<file path="src/rtl/tag_allocator_if.sv">
// -----------------------------------------------------------------------------
// tag_allocator_if
// Bundles the allocate handshake, the release port and the occupancy status of
// the tag allocator.
//   allocate_valid  (alloc -> user)  a free index is offered
//   allocate_ready  (user  -> alloc) the offered index is taken this edge
//   allocate_index  (alloc -> user)  lowest free index, 0 when full
//   release_enable  (user  -> alloc) return release_index to the pool
//   release_index   (user  -> alloc) index being returned
//   release_error   (alloc -> user)  previous-cycle release was illegal
//   used_count      (alloc -> user)  number of allocated indices
//   full / empty    (alloc -> user)  registered occupancy flags
// Modports: slave = allocator side, master = user side.
// -----------------------------------------------------------------------------
interface tag_allocator_if #(
    parameter int DEPTH       = 16,
    parameter int INDEX_WIDTH = $clog2(DEPTH),
    parameter int COUNT_WIDTH = $clog2(DEPTH + 1)
);
    logic                   allocate_valid;
    logic                   allocate_ready;
    logic [INDEX_WIDTH-1:0] allocate_index;
    logic                   release_enable;
    logic [INDEX_WIDTH-1:0] release_index;
    logic                   release_error;
    logic [COUNT_WIDTH-1:0] used_count;
    logic                   full;
    logic                   empty;

    modport slave (
        output allocate_valid,
        input  allocate_ready,
        output allocate_index,
        input  release_enable,
        input  release_index,
        output release_error,
        output used_count,
        output full,
        output empty
    );

    modport master (
        input  allocate_valid,
        output allocate_ready,
        input  allocate_index,
        output release_enable,
        output release_index,
        input  release_error,
        input  used_count,
        input  full,
        input  empty
    );
endinterface

</file>
<file path="src/rtl/tag_allocator.sv">
// -----------------------------------------------------------------------------
// tag_allocator
// Hands out indices 0..DEPTH-1 from a pool, lowest free index first, and takes
// them back on release. One "used" bit per index is the only pool state; the
// occupancy count and full/empty flags are kept as registers alongside it.
// Ports:
//   clock  rising-edge clock
//   reset  asynchronous active-high reset
//   bus    tag_allocator_if.slave (allocate handshake, release port, status)
// -----------------------------------------------------------------------------
module tag_allocator #(
    parameter int DEPTH       = 16,
    parameter int INDEX_WIDTH = $clog2(DEPTH),
    parameter int COUNT_WIDTH = $clog2(DEPTH + 1)
) (
    input  logic             clock,
    input  logic             reset,
    tag_allocator_if.slave   bus
);

    logic [DEPTH-1:0]       used_q, used_d;
    logic [COUNT_WIDTH-1:0] count_q, count_d;
    logic                   full_q, full_d;
    logic                   empty_q, empty_d;
    logic                   rel_err_q, rel_err_d;

    logic                   free_found;
    logic [INDEX_WIDTH-1:0] lowest_free;
    logic                   rel_hit;
    logic                   xfer;
    logic                   rel_legal;
    logic [DEPTH-1:0]       alloc_mask;
    logic [DEPTH-1:0]       rel_mask;

    // Priority search from the top down so the last hit is the lowest free
    // index. The release lookup matches by value rather than indexing used_q,
    // so an out-of-range release_index simply finds no used bit.
    always_comb begin
        free_found  = 1'b0;
        lowest_free = '0;
        for (int i = DEPTH - 1; i >= 0; i--) begin
            if (!used_q[i]) begin
                free_found  = 1'b1;
                lowest_free = INDEX_WIDTH'(i);
            end
        end
        rel_hit = 1'b0;
        for (int i = 0; i < DEPTH; i++) begin
            if (bus.release_index == INDEX_WIDTH'(i)) begin
                rel_hit = used_q[i];
            end
        end
    end

    // Both decisions use the pre-edge used_q: a release of an index that is
    // being handed out in the same cycle sees it free and is rejected, and a
    // released index is only offered from the following cycle.
    always_comb begin
        xfer       = free_found & bus.allocate_ready;
        rel_legal  = bus.release_enable & rel_hit;
        rel_err_d  = bus.release_enable & ~rel_hit;
        alloc_mask = {{(DEPTH-1){1'b0}}, xfer} << lowest_free;
        rel_mask   = {{(DEPTH-1){1'b0}}, rel_legal} << bus.release_index;
        used_d     = (used_q | alloc_mask) & ~rel_mask;
        count_d    = count_q + COUNT_WIDTH'(xfer) - COUNT_WIDTH'(rel_legal);
        full_d     = (count_d == COUNT_WIDTH'(DEPTH));
        empty_d    = (count_d == '0);
    end

    always_ff @(posedge clock or posedge reset) begin
        if (reset) begin
            used_q    <= '0;
            count_q   <= '0;
            full_q    <= 1'b0;
            empty_q   <= 1'b1;
            rel_err_q <= 1'b0;
        end else begin
            used_q    <= used_d;
            count_q   <= count_d;
            full_q    <= full_d;
            empty_q   <= empty_d;
            rel_err_q <= rel_err_d;
        end
    end

    assign bus.allocate_valid = free_found;
    assign bus.allocate_index = lowest_free;
    assign bus.release_error  = rel_err_q;
    assign bus.used_count     = count_q;
    assign bus.full           = full_q;
    assign bus.empty          = empty_q;

endmodule

</file>
<file path="src/flat_wrapper.sv">
// flat-port wrapper written by rule: the top's interface ports become plain ports
module tag_allocator_flat 
#(
    parameter int DEPTH       = 16,
    parameter int INDEX_WIDTH = $clog2(DEPTH),
    parameter int COUNT_WIDTH = $clog2(DEPTH + 1)
)
  (clock, reset, bus_allocate_valid, bus_allocate_ready, bus_allocate_index, bus_release_enable, bus_release_index, bus_release_error, bus_used_count, bus_full, bus_empty);
  tag_allocator_if #(.DEPTH(DEPTH), .INDEX_WIDTH(INDEX_WIDTH), .COUNT_WIDTH(COUNT_WIDTH)) bus_i ();
  input  logic clock;
  input  logic reset;
  output wire logic [$bits(bus_i.allocate_valid)-1:0] bus_allocate_valid;
  input wire logic [$bits(bus_i.allocate_ready)-1:0] bus_allocate_ready;
  output wire logic [$bits(bus_i.allocate_index)-1:0] bus_allocate_index;
  input wire logic [$bits(bus_i.release_enable)-1:0] bus_release_enable;
  input wire logic [$bits(bus_i.release_index)-1:0] bus_release_index;
  output wire logic [$bits(bus_i.release_error)-1:0] bus_release_error;
  output wire logic [$bits(bus_i.used_count)-1:0] bus_used_count;
  output wire logic [$bits(bus_i.full)-1:0] bus_full;
  output wire logic [$bits(bus_i.empty)-1:0] bus_empty;
  assign bus_allocate_valid = bus_i.allocate_valid;
  assign bus_i.allocate_ready = bus_allocate_ready;
  assign bus_allocate_index = bus_i.allocate_index;
  assign bus_i.release_enable = bus_release_enable;
  assign bus_i.release_index = bus_release_index;
  assign bus_release_error = bus_i.release_error;
  assign bus_used_count = bus_i.used_count;
  assign bus_full = bus_i.full;
  assign bus_empty = bus_i.empty;
  tag_allocator #(.DEPTH(DEPTH), .INDEX_WIDTH(INDEX_WIDTH), .COUNT_WIDTH(COUNT_WIDTH)) u_core (.clock(clock), .reset(reset), .bus(bus_i));
endmodule
</file>
<file path="config.mk">
export PLATFORM = sky130hd
export DESIGN_NAME = tag_allocator_flat
export DESIGN_NICKNAME = d
export VERILOG_FILES = /design/src/rtl/tag_allocator_if.sv /design/src/rtl/tag_allocator.sv /design/src/flat_wrapper.sv
export SDC_FILE = /design/constraint.sdc
export NUM_CORES = 1
export LEC_CHECK = 0
export ABC_AREA = 1
export CAP_MARGIN = 20
export CORE_AREA = 10 10 79 81
export CTS_BUF_LIST = sky130_fd_sc_hd__clkbuf_2
export DETAILED_ROUTE_END_ITERATION = 16
export DIE_AREA = 0 0 89 91
export PLACE_DENSITY = 0.52
export SETUP_SLACK_MARGIN = 0.2
export SYNTH_ARGS = -nofsm -noshare
export SYNTH_HDL_FRONTEND = slang
export SYNTH_SLANG_ARGS = --single-unit
</file>
<file path="constraint.sdc">
create_clock -name clock -period 5.6 [get_ports clock]
set_input_delay 1.12 -clock clock [delete_from_list [all_inputs] [get_ports clock]]
set_output_delay 1.12 -clock clock [all_outputs]
set_load 0.02 [all_outputs]
</file>
==> impl_metrics.yaml <==
finish:
  final_cell_mix: "nand2_1, inv_1, nor2_1"
  drive_gt1_share_pct: 10.53
  mostFrequentLayoutCell: "nand2_1"
  nets: 281
  multi_input_area_um2: 870.8
  fill_cells: 495
  area_delta_synth_final_pct: 19.40
  final_area_um2: 2002
  register_area_um2: 601.8
  post-route-util_pct: 42.95
  antenna_cells: 0
floorplanning:
  initial_utilization_pct: 35.97
  io_pins: 21
  die_x_um: 89
  rows: 25
  coreArea_um2: 4661
  dieArea_um2: 8099
  fp.dieH_um: 91
power_and_ir_drop:
  p_per_area_nw_per_um2: 585.5
  p_leak_nw: 1.007
  peakVddDrop_uv: 333.0
  p_total_mw: 1.172
global_routing:
  grt_first_pass_wirelength_um: 7776
  grt_overflow: 0
  grt_max_degree: 25
  antenna_found_initial: 0
  grtUsageTotal_pct: 11.74
  grt_pass1_vias: 1593
synth:
  ys_seq_area_share_pct: 35.90
  syn-num-nets: 257
  syn_area_per_cell_um2: 6.900
  yosysWarnings: 0
  synth_cell_type_count: 34
  netlist_instances: 243
  ys_ff_latch: 24
  syn_area_um2: 1677
worst_setup_path:
  path_class: "in -> reg"
  critPathSlowestCell: "or4_1"
  cp.arrival_ns: 4.49
  start_kind: "input port"
  cp_max_fo: 7
  crit_buf_inv: 5
  critPathCaptureType: "flop"
  cp_top_family: "simple AND/OR/NAND/NOR gates"
  path_cells: "clkdlybuf4s50_1, nand2_1, clkinv_2, a21oi_1, nand2_1, nand2_1, nand2_1, nand3_1, nand2_1, nand4_1, nand2_1, nand2_1, nand2_2, a21oi_1, ha_1, inv_1, ha_1, inv_1, fa_1, inv_1, or4_1, nor2_1"
  critPathRequiredTime_ns: 5.92
  critPathMaxStageDelay_ns: 0.56
  cp_common_cell: "nand2_1"
placement:
  gp_congestion: 0.8518
  port_buffers: 20
  dp_hpwl_um: 3544
  pre_cts_slack_ns: 1.026
  dpl_cell_area_um2: 1929
status:
  run_status: "completed"
clock_network:
  post_cts_resized: 0
  postCtsHoldBufs: 0
  clk_pin_slew_ns: 0.24
  clockBufferDepth: 2
  cts_tree: "built"
  cts_setup_buffers: 0
  clockRootBuffer: "clkbuf_2"
  htreeDepth: 1
  clock_sinks: 24
  worstSkewPairLatency_ns: 0.36
  numCtsBuffers: 3
sta:
  tightest_slew_ns: 0.5738
  rsz0062_at_grt: "no"
  setup_slack_ns: 1.428
  finalHoldViolations: 0
  finalSetupTns_ns: 0
  finClkSkew_ns: 0.001067
  fin_crit_sh_pct: 74.51
  setup_viol_count_final: 0
  min_period_ns: 4.172
  fmax_ghz: 0.2397
  slew_violations: 0
  relSlewSlack_pct: 61.54
min_path:
  hp-class: "reg -> reg"
detailed_routing:
  wl_um: 4368
  wire_per_inst_um: 13.65
  routed_via_density: 4.903
  first_pass_iters: 4
  drtIter0Drc: 87
  via_count: 1569
  drc: 0
  drtAntennaViolNets: 0
job:
  drv_cap: 0
path summary, 6_finish.rpt:
kind | from | endpoint | slack (ns) | depth (start not counted)
max in group asynchronous | reset | u_core.bus.empty$_DFF_PP1_ | 4.26 | 3
min reg2reg | u_core.used_q[15]$_DFF_PP0_ | u_core.used_q[15]$_DFF_PP0_ | 0.58 | 2
max reg2reg | u_core.used_q[2]$_DFF_PP0_ | u_core.bus.full$_DFF_PP0_ | 2.43 | 22
max | bus_release_index[0] | u_core.bus.full$_DFF_PP0_ | 1.43 | 22
min in group asynchronous | reset | u_core.used_q[6]$_DFF_PP0_ | 0.90 | 2
min | u_core.used_q[15]$_DFF_PP0_ | u_core.used_q[15]$_DFF_PP0_ | 0.58 | 2
power breakdown:
group	internal (mW)	total, mW	switching (mW)
clock network	0.0614	0.119	0.0580
registers	0.259	0.344	0.0851
logic	0.270	0.709	0.439
total	0.590	1.17	0.582
cell usage after synthesis:
library cell	count	share of area (%)
dfrtp_1	23	34
inv_2	9	2.0
inv_1	40	9.0
nand3_1	24	7.2
a31o_1	1	0.52
nand3b_1	1	0.45
o21ai_1	1	0.30
nand2_2	2	0.75
o211ai_1	1	0.45
buf_1	1	0.22
dfstp_2	1	1.6
fa_1	1	1.2
or4_1	1	0.45
nor2_4	1	0.67
nor3_2	1	0.60
or2_2	1	0.37
o21ai_0	1	0.30
nand2_1	56	13
o21bai_1	1	0.45
a21oi_2	1	0.52
nor3_1	1	0.30
nor4_2	1	0.75
nand3_4	1	1.0
a31oi_2	1	0.75
ha_1	5	3.7
xnor2_1	2	1.0
a21oi_1	5	1.5
buf_6	1	0.67
nand4_1	14	5.2
clkinv_2	1	0.30
nor2_1	37	8.3
xor2_1	2	1.0
a21boi_1	1	0.45
nor2_2	3	1.1
cell type report:
class	count	share of cell area, %
Multi-Input combinational cell	167	43.50
Sequential cell	24	30.06
Timing Repair Buffer	21	11.37
Inverter	50	9.437
Tap cell	54	3.375
Clock inverter	1	1.500
Clock buffer	3	0.7500
tightest hold or removal path, stage by stage (launching register included):
cell	delay [ns]
dfrtp_1	0.47
inv_2	0.06
a21oi_1	0.06
per-layer routing:
metal	part of all wire (%)	up-vias	GRT usage, %
met5	0	-	0
met4	1.2	0	2.785
met3	5.0	5	2.145
met2	40	41	16.78
met1	53	713	17.53
li1	-	810	-
cell families after synthesis:
| kind of cell | synth area share (%) |
|---|---|
| compound gates | 5.224 |
| xor+xnor | 2.090 |
| fa+ha+maj | 4.925 |
| buf+inv | 12.16 |
| flops | 35.90 |
| simple gates | 39.70 |
through the flow:
stage,hold slack [ns],instances
6_report,0.5820,320
5_1_grt,0.6326,320
4_1_cts,0.5886,319
3_5_place_dp,0.5452,315
3_3_place_gp,0.5423,315
2_1_floorplan,0.5016,243
registers in the layout (all words and copies together) (netlist names):
name,flops
u_core.bus.used_count,5
u_core.bus.release_error,1
u_core.used_q,16
u_core.bus.full,1
u_core.bus.empty,1
Power figures use the tool's default switching activity.
